===== src/rtl/scan_chain_driver_pkg.sv =====
// Shared types and default sizing for the scan chain driver.
package scan_chain_driver_pkg;

    localparam int DEF_NUM_DESIGNS = 5;
    localparam int DEF_CLK_DIV     = 2;

    typedef enum logic [2:0] {
        ST_IDLE,
        ST_CAPTURE,
        ST_SHIFT,
        ST_LATCH,
        ST_DONE
    } state_e;

endpackage


===== src/rtl/scan_chain_driver_if.sv =====
// Host-side request/response bundle of the scan chain driver.
interface scan_chain_driver_if;

    logic       start;
    logic [8:0] active_select;
    logic [7:0] inputs;
    logic       busy;
    logic       done;
    logic       err;
    logic [7:0] outputs;

    modport master (
        output start, active_select, inputs,
        input  busy, done, err, outputs
    );

    modport slave (
        input  start, active_select, inputs,
        output busy, done, err, outputs
    );

endinterface


===== src/rtl/scan_clk_gen.sv =====
// Scan clock divider: low CLK_DIV cycles, high CLK_DIV cycles, with strobes
// for the last low cycle (sample) and the last high cycle (pulse end).
module scan_clk_gen
    import scan_chain_driver_pkg::*;
#(
    parameter int CLK_DIV = DEF_CLK_DIV
) (
    input  logic clk,
    input  logic reset,
    input  logic en_i,
    output logic scan_clk_o,
    output logic sample_o,
    output logic pulse_end_o
);

    localparam int CW = 9;

    logic [CW-1:0] cnt_q, cnt_d;
    logic          scan_clk_q;

    always_comb begin
        cnt_d = '0;
        if (en_i && (cnt_q != CW'(2*CLK_DIV-1))) cnt_d = cnt_q + 1'b1;
    end

    // Registered so the chain clock is glitch-free; it follows the next count.
    always_ff @(posedge clk) begin
        if (!reset) begin
            cnt_q      <= '0;
            scan_clk_q <= 1'b0;
        end else begin
            cnt_q      <= cnt_d;
            scan_clk_q <= (cnt_d >= CW'(CLK_DIV));
        end
    end

    assign scan_clk_o  = scan_clk_q;
    assign sample_o    = en_i && (cnt_q == CW'(CLK_DIV-1));
    assign pulse_end_o = en_i && (cnt_q == CW'(2*CLK_DIV-1));

endmodule


===== src/rtl/scan_chain_driver.sv =====
// Drives one capture/shift/latch transaction over a chain of 8-bit scan slots,
// writing the target slot's inputs and returning its captured outputs.
module scan_chain_driver
    import scan_chain_driver_pkg::*;
#(
    parameter int NUM_DESIGNS = DEF_NUM_DESIGNS,
    parameter int CLK_DIV     = DEF_CLK_DIV
) (
    input  logic                clk,
    input  logic                reset,
    scan_chain_driver_if.slave  host,
    output logic                scan_clk_out,
    output logic                scan_data_out,
    output logic                scan_select,
    output logic                scan_latch_en,
    input  logic                scan_data_in
);

    localparam int L  = 8*NUM_DESIGNS;
    localparam int KW = $clog2(L+1);

    state_e        state_q, state_d;
    logic [KW-1:0] k_q, k_d;
    logic [8:0]    sel_q, sel_d;
    logic [7:0]    in_q, in_d;
    logic [7:0]    cap_q, cap_d;
    logic [7:0]    out_q, out_d;
    logic          bad_q, bad_d;

    logic          clk_en, sample, pulse_end;
    logic [KW-1:0] pos;
    logic          hit;

    assign clk_en = (state_q == ST_CAPTURE) || (state_q == ST_SHIFT);

    scan_clk_gen #(.CLK_DIV(CLK_DIV)) u_clk_gen (
        .clk         (clk),
        .reset       (reset),
        .en_i        (clk_en),
        .scan_clk_o  (scan_clk_out),
        .sample_o    (sample),
        .pulse_end_o (pulse_end)
    );

    // Shift index k reaches chain position L-1-k; hit marks the target slot.
    assign pos = KW'(L-1) - k_q;
    assign hit = (32'(pos >> 3) == 32'(sel_q));

    always_comb begin
        state_d = state_q;
        k_d     = k_q;
        sel_d   = sel_q;
        in_d    = in_q;
        cap_d   = cap_q;
        out_d   = out_q;
        bad_d   = bad_q;
        unique case (state_q)
            ST_IDLE: begin
                if (host.start) begin
                    sel_d   = host.active_select;
                    in_d    = host.inputs;
                    k_d     = '0;
                    bad_d   = 32'(host.active_select) >= NUM_DESIGNS;
                    state_d = bad_d ? ST_DONE : ST_CAPTURE;
                end
            end
            ST_CAPTURE: begin
                if (pulse_end) state_d = ST_SHIFT;
            end
            ST_SHIFT: begin
                if (sample && hit) cap_d[pos[2:0]] = scan_data_in;
                if (pulse_end) begin
                    if (k_q == KW'(L-1)) begin
                        k_d     = '0;
                        state_d = ST_LATCH;
                    end else begin
                        k_d = k_q + 1'b1;
                    end
                end
            end
            ST_LATCH: begin
                // Two latch-enable cycles, then one settle cycle.
                k_d = k_q + 1'b1;
                if (k_q == KW'(2)) begin
                    k_d     = '0;
                    out_d   = cap_q;
                    state_d = ST_DONE;
                end
            end
            ST_DONE: state_d = ST_IDLE;
            default: state_d = ST_IDLE;
        endcase
    end

    always_ff @(posedge clk) begin
        if (!reset) begin
            state_q <= ST_IDLE;
            k_q     <= '0;
            sel_q   <= '0;
            in_q    <= '0;
            cap_q   <= '0;
            out_q   <= '0;
            bad_q   <= 1'b0;
        end else begin
            state_q <= state_d;
            k_q     <= k_d;
            sel_q   <= sel_d;
            in_q    <= in_d;
            cap_q   <= cap_d;
            out_q   <= out_d;
            bad_q   <= bad_d;
        end
    end

    assign scan_select   = (state_q == ST_CAPTURE);
    assign scan_latch_en = (state_q == ST_LATCH) && (k_q != KW'(2));
    assign scan_data_out = (state_q == ST_SHIFT) && hit && in_q[pos[2:0]];

    assign host.busy    = (state_q == ST_CAPTURE) || (state_q == ST_SHIFT) ||
                          (state_q == ST_LATCH);
    assign host.done    = (state_q == ST_DONE);
    assign host.err     = (state_q == ST_DONE) && bad_q;
    assign host.outputs = out_q;

endmodule


===== src/flat_wrapper.sv =====
// flat-port wrapper written by rule: the top's interface ports become plain ports
module scan_chain_driver_flat import scan_chain_driver_pkg::*;
#(
    parameter int NUM_DESIGNS = DEF_NUM_DESIGNS,
    parameter int CLK_DIV     = DEF_CLK_DIV
)
  (clk, reset, scan_clk_out, scan_data_out, scan_select, scan_latch_en, scan_data_in, host_start, host_active_select, host_inputs, host_busy, host_done, host_err, host_outputs);
  scan_chain_driver_if host_i ();
  input  logic clk;
  input  logic reset;
  output logic scan_clk_out;
  output logic scan_data_out;
  output logic scan_select;
  output logic scan_latch_en;
  input  logic scan_data_in;
  input wire logic [$bits(host_i.start)-1:0] host_start;
  input wire logic [$bits(host_i.active_select)-1:0] host_active_select;
  input wire logic [$bits(host_i.inputs)-1:0] host_inputs;
  output wire logic [$bits(host_i.busy)-1:0] host_busy;
  output wire logic [$bits(host_i.done)-1:0] host_done;
  output wire logic [$bits(host_i.err)-1:0] host_err;
  output wire logic [$bits(host_i.outputs)-1:0] host_outputs;
  assign host_i.start = host_start;
  assign host_i.active_select = host_active_select;
  assign host_i.inputs = host_inputs;
  assign host_busy = host_i.busy;
  assign host_done = host_i.done;
  assign host_err = host_i.err;
  assign host_outputs = host_i.outputs;
  scan_chain_driver #(.NUM_DESIGNS(NUM_DESIGNS), .CLK_DIV(CLK_DIV)) u_core (.clk(clk), .reset(reset), .host(host_i), .scan_clk_out(scan_clk_out), .scan_data_out(scan_data_out), .scan_select(scan_select), .scan_latch_en(scan_latch_en), .scan_data_in(scan_data_in));
endmodule

===== config.mk =====
export PLATFORM = sky130hd
export DESIGN_NAME = scan_chain_driver_flat
export DESIGN_NICKNAME = d
export VERILOG_FILES = /design/src/rtl/scan_chain_driver_pkg.sv /design/src/rtl/scan_chain_driver_if.sv /design/src/rtl/scan_clk_gen.sv /design/src/rtl/scan_chain_driver.sv /design/src/flat_wrapper.sv
export SDC_FILE = /design/constraint.sdc
export NUM_CORES = 1
export LEC_CHECK = 0
export ABC_AREA = 1
export BUFFER_PORTS_ARGS = -buffer_cell sky130_fd_sc_hd__buf_2
export CAP_MARGIN = 30
export CORE_ASPECT_RATIO = 1.1
export CORE_UTILIZATION = 49
export DETAILED_ROUTE_END_ITERATION = 8
export GPL_ROUTABILITY_DRIVEN = 0
export MAX_ROUTING_LAYER = met4
export PLACE_DENSITY_LB_ADDON = 0.12
export SYNTH_ARGS = -nofsm -noshare
export SYNTH_HDL_FRONTEND = slang
export SYNTH_SLANG_ARGS = --single-unit
export TNS_END_PERCENT = 20

===== constraint.sdc =====
create_clock -name clk -period 2.17 [get_ports clk]
set_input_delay 0.217 -clock clk [delete_from_list [all_inputs] [get_ports clk]]
set_output_delay 0.217 -clock clk [all_outputs]
set_load 0.01 [all_outputs]

After elaboration in Yosys (flattened, before gate mapping) --
Index checks and enable logic that the tools add are counted.
Word-level totals: register bits after elaboration 53, memory bits (writable) 0, ROM bits 0, latch bits 0, input bits 21, memories kept 0, output and inout bits 15
Operators by class: bitwise logic cells 0, $lt $le $gt $ge 4, shift operators 0, $add $sub $neg 3, equal/unequal tests 16, divide/modulo/power cells 0, reductions and logical operators 18, muxes and demuxes 18, multiply operators 0
Operator list (count):
- two-way mux 6 bit | 4
- two-way mux 3 bit | 6
- case mux 6 bit (3 select lines) | 1
- case mux 3 bit (4 select lines) | 1
- adder 9 x 1 -> 9 bit, second input constant | 1
- equality test 3 x 9 -> 1 bit | 1
- equality test 9 x 1 -> 1 bit, second input constant | 1
- equality test 9 x 2 -> 1 bit, second input constant | 1
- >= comparator 9 x 2 -> 1 bit, second input constant | 1
- >= comparator 9 x 3 -> 1 bit, second input constant | 1
- logical AND 1 bit | 9
- two-way mux 9 bit | 1
- inequality test 9 x 2 -> 1 bit, second input constant | 1
- bitwise mux 8 bit | 1
- adder 6 x 1 -> 6 bit, second input constant | 1
- equality test 3 x 2 -> 1 bit, second input constant | 2
- equality test 6 x 2 -> 1 bit, second input constant | 1
- equality test 6 bit, second input constant | 1
- inequality test 2 x 1 -> 1 bit, second input constant | 3
- inequality test 6 x 2 -> 1 bit, second input constant | 1
- AND reduction 2 bit | 3
- subtractor 6 bit, first input constant | 1
- AND reduction 5 bit | 1
- < comparator 3 x 4 -> 1 bit, second input constant | 1
- other kinds (11) | 14

Longest topological paths before layout --
depth after elaboration 6, depth in mapped cells 12, depth with buffers taken out 12

By module --
From an unflattened synthesis, not the netlist that was laid out.
Unflattened totals: cells, all modules 401, area, all modules 2693.8 sq um
Modules (own cells, without submodules):
- scan_chain_driver | cells an instance 308, area an instance 2095.8 sq um, instances 1, seq. area each 860.8 sq um
- scan_clk_gen | cells an instance 93, area an instance 598.1 sq um, instances 1, seq. area each 200.2 sq um

Worst setup path before layout --
Ideal clock, no wire load.
path type register -> output, start point register u_core.k_q[3], end point output scan_data_out, required time 1953 ps, path buffers 0, data arrival time 1385 ps, stages on the path, launching flop included 8, path slack 568 ps, cell sequence dfxtp_1 inv_1 ha_1 nand2_1 nand2_1 nor3_1 nand3_1 nor3_1
Between the ends: word-level cells in the longest chain between the ends 4
Ends and longest elaborated chain:
- start, declared | RTL line scan_chain_driver.sv:23 | logic [KW-1:0] k_q, k_d;
- start signal, assigned | RTL line scan_chain_driver.sv:106 | k_q <= k_d;
- subtractor 6 bit | RTL line scan_chain_driver.sv:46 | assign pos = KW'(L-1) - k_q;
- equality test 3 x 9 -> 1 bit | RTL line scan_chain_driver.sv:47 | assign hit = (32'(pos >> 3) == 32'(sel_q));
- logical AND 1 bit (2 in series) | RTL line scan_chain_driver.sv:117 | assign scan_data_out = (state_q == ST_SHIFT) && hit && in_q[pos[2:0]];
- end, declared | RTL line flat_wrapper.sv:12 | output logic scan_data_out;
No other way between the ends.

Worst setup path after layout --
Same ends and word-level chain as after synthesis.

==> impl_metrics.json <==
{
  "cp.arrival_ns": 1.75,
  "multiInputGateArea_um2": 1410,
  "antenna_cells": 0,
  "cts_buffers": 5,
  "critical_path.max_fanout": 5,
  "ir_worst_vdd_mv": 0.329,
  "die_w_um": 74.0,
  "grt_pass1_wl_um": 9630,
  "ys_seq_area_frac": 0.380,
  "cts_tree": "built",
  "fmax_ghz": 0.507,
  "max_cap_violations": 0,
  "portBuffers": 35,
  "syn_nets": 435,
  "switchingPower_uw": 430,
  "clk_pin_slew_ns": 0.09,
  "initial_core_util": 0.515,
  "ys.flop_type": "dfxtp_1",
  "powerDensity_nw_per_um2": 593,
  "ios": 36,
  "fin_crit_sh": 0.908,
  "worstMarginPinSlew_ns": 0.491,
  "post_cts_resized": 0,
  "yosys_warnings": 0,
  "clockBufferDepth": 2,
  "wl_per_cell_um": 11.5,
  "slew_headroom": 0.670,
  "drtAntennaViolNets": 0,
  "r2r_setup_slack_ns": 0.44,
  "startpoint_type": "register",
  "worstSetupPathType": "reg -> out",
  "vias": 2576,
  "seq_area_um2": 1060,
  "placementRows": 28,
  "syn_area_um2": 2790,
  "p_seq_frac": 0.544,
  "post_cts_buffers": 0,
  "min_path_type": "in -> reg",
  "clkPwrFrac": 0.370,
  "fin_worst_skew_ns": 0.00829,
  "setup-violations-final": 0,
  "synth_area_leaders": "dfxtp_1, nand2_1, inv_1",
  "cts_htree_levels": 2,
  "tns_ns": 0,
  "synth_most_common_cell": "nand2_1",
  "synth_common_cells": "nand2_1, inv_1, dfxtp_1, nor2_1, a21oi_1",
  "synth-edff-count": 0,
  "period_needed_ns": 1.97,
  "fp.dieArea_um2": 6010,
  "syn_to_final_growth_pct": 12.3,
  "synthCells": 408,
  "ctsRootBufferMaster": "clkbuf_8",
  "synthArstFlopShare": 0,
  "end_kind": "output pin",
  "pwr-share-comb": 0.086,
  "synth.largest_area_cell": "dfxtp_1",
  "fp.coreArea_um2": 5430,
  "grt_antenna_before_repair": 0,
  "status": "finished clean",
  "die_h_um": 81.2,
  "clk_latency_ns": 0.30,
  "cts_num_sinks": 53,
  "nets": 469,
  "rsz0062_at_grt": "no",
  "yosysUniqueCellTypes": 30,
  "grtUsageTotal": 0.213,
  "hold_viol": 0,
  "critical_path_required_ns": 1.95,
  "drt-initial-drc-count": 107,
  "drv_slew": 0,
  "via_per_inst": 4.97,
  "grt_pass1_vias": 2239,
  "drive_gt1_frac": 0.174,
  "drc": 0,
  "wl_um": 5940,
  "syn_area_per_cell_um2": 6.85,
  "swShare": 0.231,
  "grt_overflow": 0,
  "utilization": 0.578,
  "internal_power_uw": 1430,
  "grt_max_degree": 31,
  "synth_top_area_share": 0.380,
  "cts_hold_buf": 0,
  "num-fill-cells": 524,
  "p_leak_uw": 0.00148,
  "dr.pass1.iters": 5,
  "ys_seq_elements": 53,
  "dp_hpwl_um": 4460
}
## cell families after synthesis
group,after synthesis,share of synthesized area
AND/OR/NAND/NOR,203,0.347
adder cells (fa/ha/maj),6,0.0269
buffers and inverters,80,0.117
AO/OA/AOI/OAI,60,0.111
XOR/XNOR,6,0.0188
flip-flops,53,0.380
## layout by cell type, fill, tap and decap left out, types with 2 or more instances in the layout
master	count
nor2_4	7
nand3_1	24
buf_2	35
nor2_1	41
inv_2	5
a21oi_1	32
clkbuf_8	6
xor2_1	6
buf_4	2
nand4_1	21
dfxtp_1	51
nor2_2	6
o21ai_0	20
inv_1	64
nand2_1	87
dfxtp_2	2
nor3_1	3
o21ai_1	3
nand2_2	7
o22ai_1	4
ha_1	6
## worst max-delay path, stage by stage (launching register included)
cell,delay (ns)
dfxtp_2,0.38
inv_1,0.08
ha_1,0.31
nand2_1,0.07
nand2_1,0.07
nor3_1,0.13
nand3_1,0.11
nor3_2,0.16
buf_2,0.15
## metal layers
metal / share of wire / GRT usage
met3: 0.038 / 0.0385
met5: 0 / -
met2: 0.48 / 0.362
met1: 0.47 / 0.255
met4: 0.013 / 0.0635
## final cells by class
class                      count  area share
clock buffer                   7      0.0275
timing repair buffer          37      0.0606
multi-input combinational    275       0.450
inverter                      70      0.0838
tap                           75      0.0299
sequential                    53       0.339
clock inverter                 1     0.00957
## sequential cells by signal, summed over array words and instances, names as in the netlist
register                     count
u_core.u_clk_gen.scan_clk_o      1
u_core.u_clk_gen.cnt_q           9
u_core.sel_q                     9
u_core.bad_q                     1
u_core.k_q                       6
u_core.host.outputs              8
u_core.in_q                      8
u_core.cap_q                     8
u_core.state_q                   3
## through the flow
step | setup WS [ns] | hold slack [ns] | cell area [um^2] | power, uW | std cells
floorplan | 0.568 | 0.358 | 2790 | 1140 | 408
global placement | 0.451 | 0.437 | 3010 | 1190 | 510
detailed placement | 0.417 | 0.445 | 3010 | 1190 | 510
CTS | 0.0753 | 0.140 | 3130 | 1880 | 518
global route | 0.0478 | 0.157 | 3140 | 1930 | 518
finish | 0.199 | 0.147 | 3140 | 1860 | 518
## path summary, 6_finish.rpt
kind | from | to | depth (start not counted)
worst min register to register | u_core.sel_q[8]$_SDFFE_PN0P_ | u_core.sel_q[8]$_SDFFE_PN0P_ | 2
worst max-delay path | u_core.k_q[3]$_SDFFE_PN0P_ | scan_data_out | 8
worst min-delay path | host_inputs[0] | u_core.in_q[0]$_SDFFE_PN0P_ | 3
worst max register to register | u_core.k_q[0]$_SDFFE_PN0P_ | u_core.k_q[5]$_SDFFE_PN0P_ | 7
## power groups by stage
stage	clock (uW)	combinational, uW	sequential (uW)
after global routing	737	178	1020
after global placement	0	158	1030
after detailed placement	0	159	1030
after floorplan	0	111	1030
after CTS	707	160	1010
final	688	159	1010
Power figures use the tool's default switching activity.
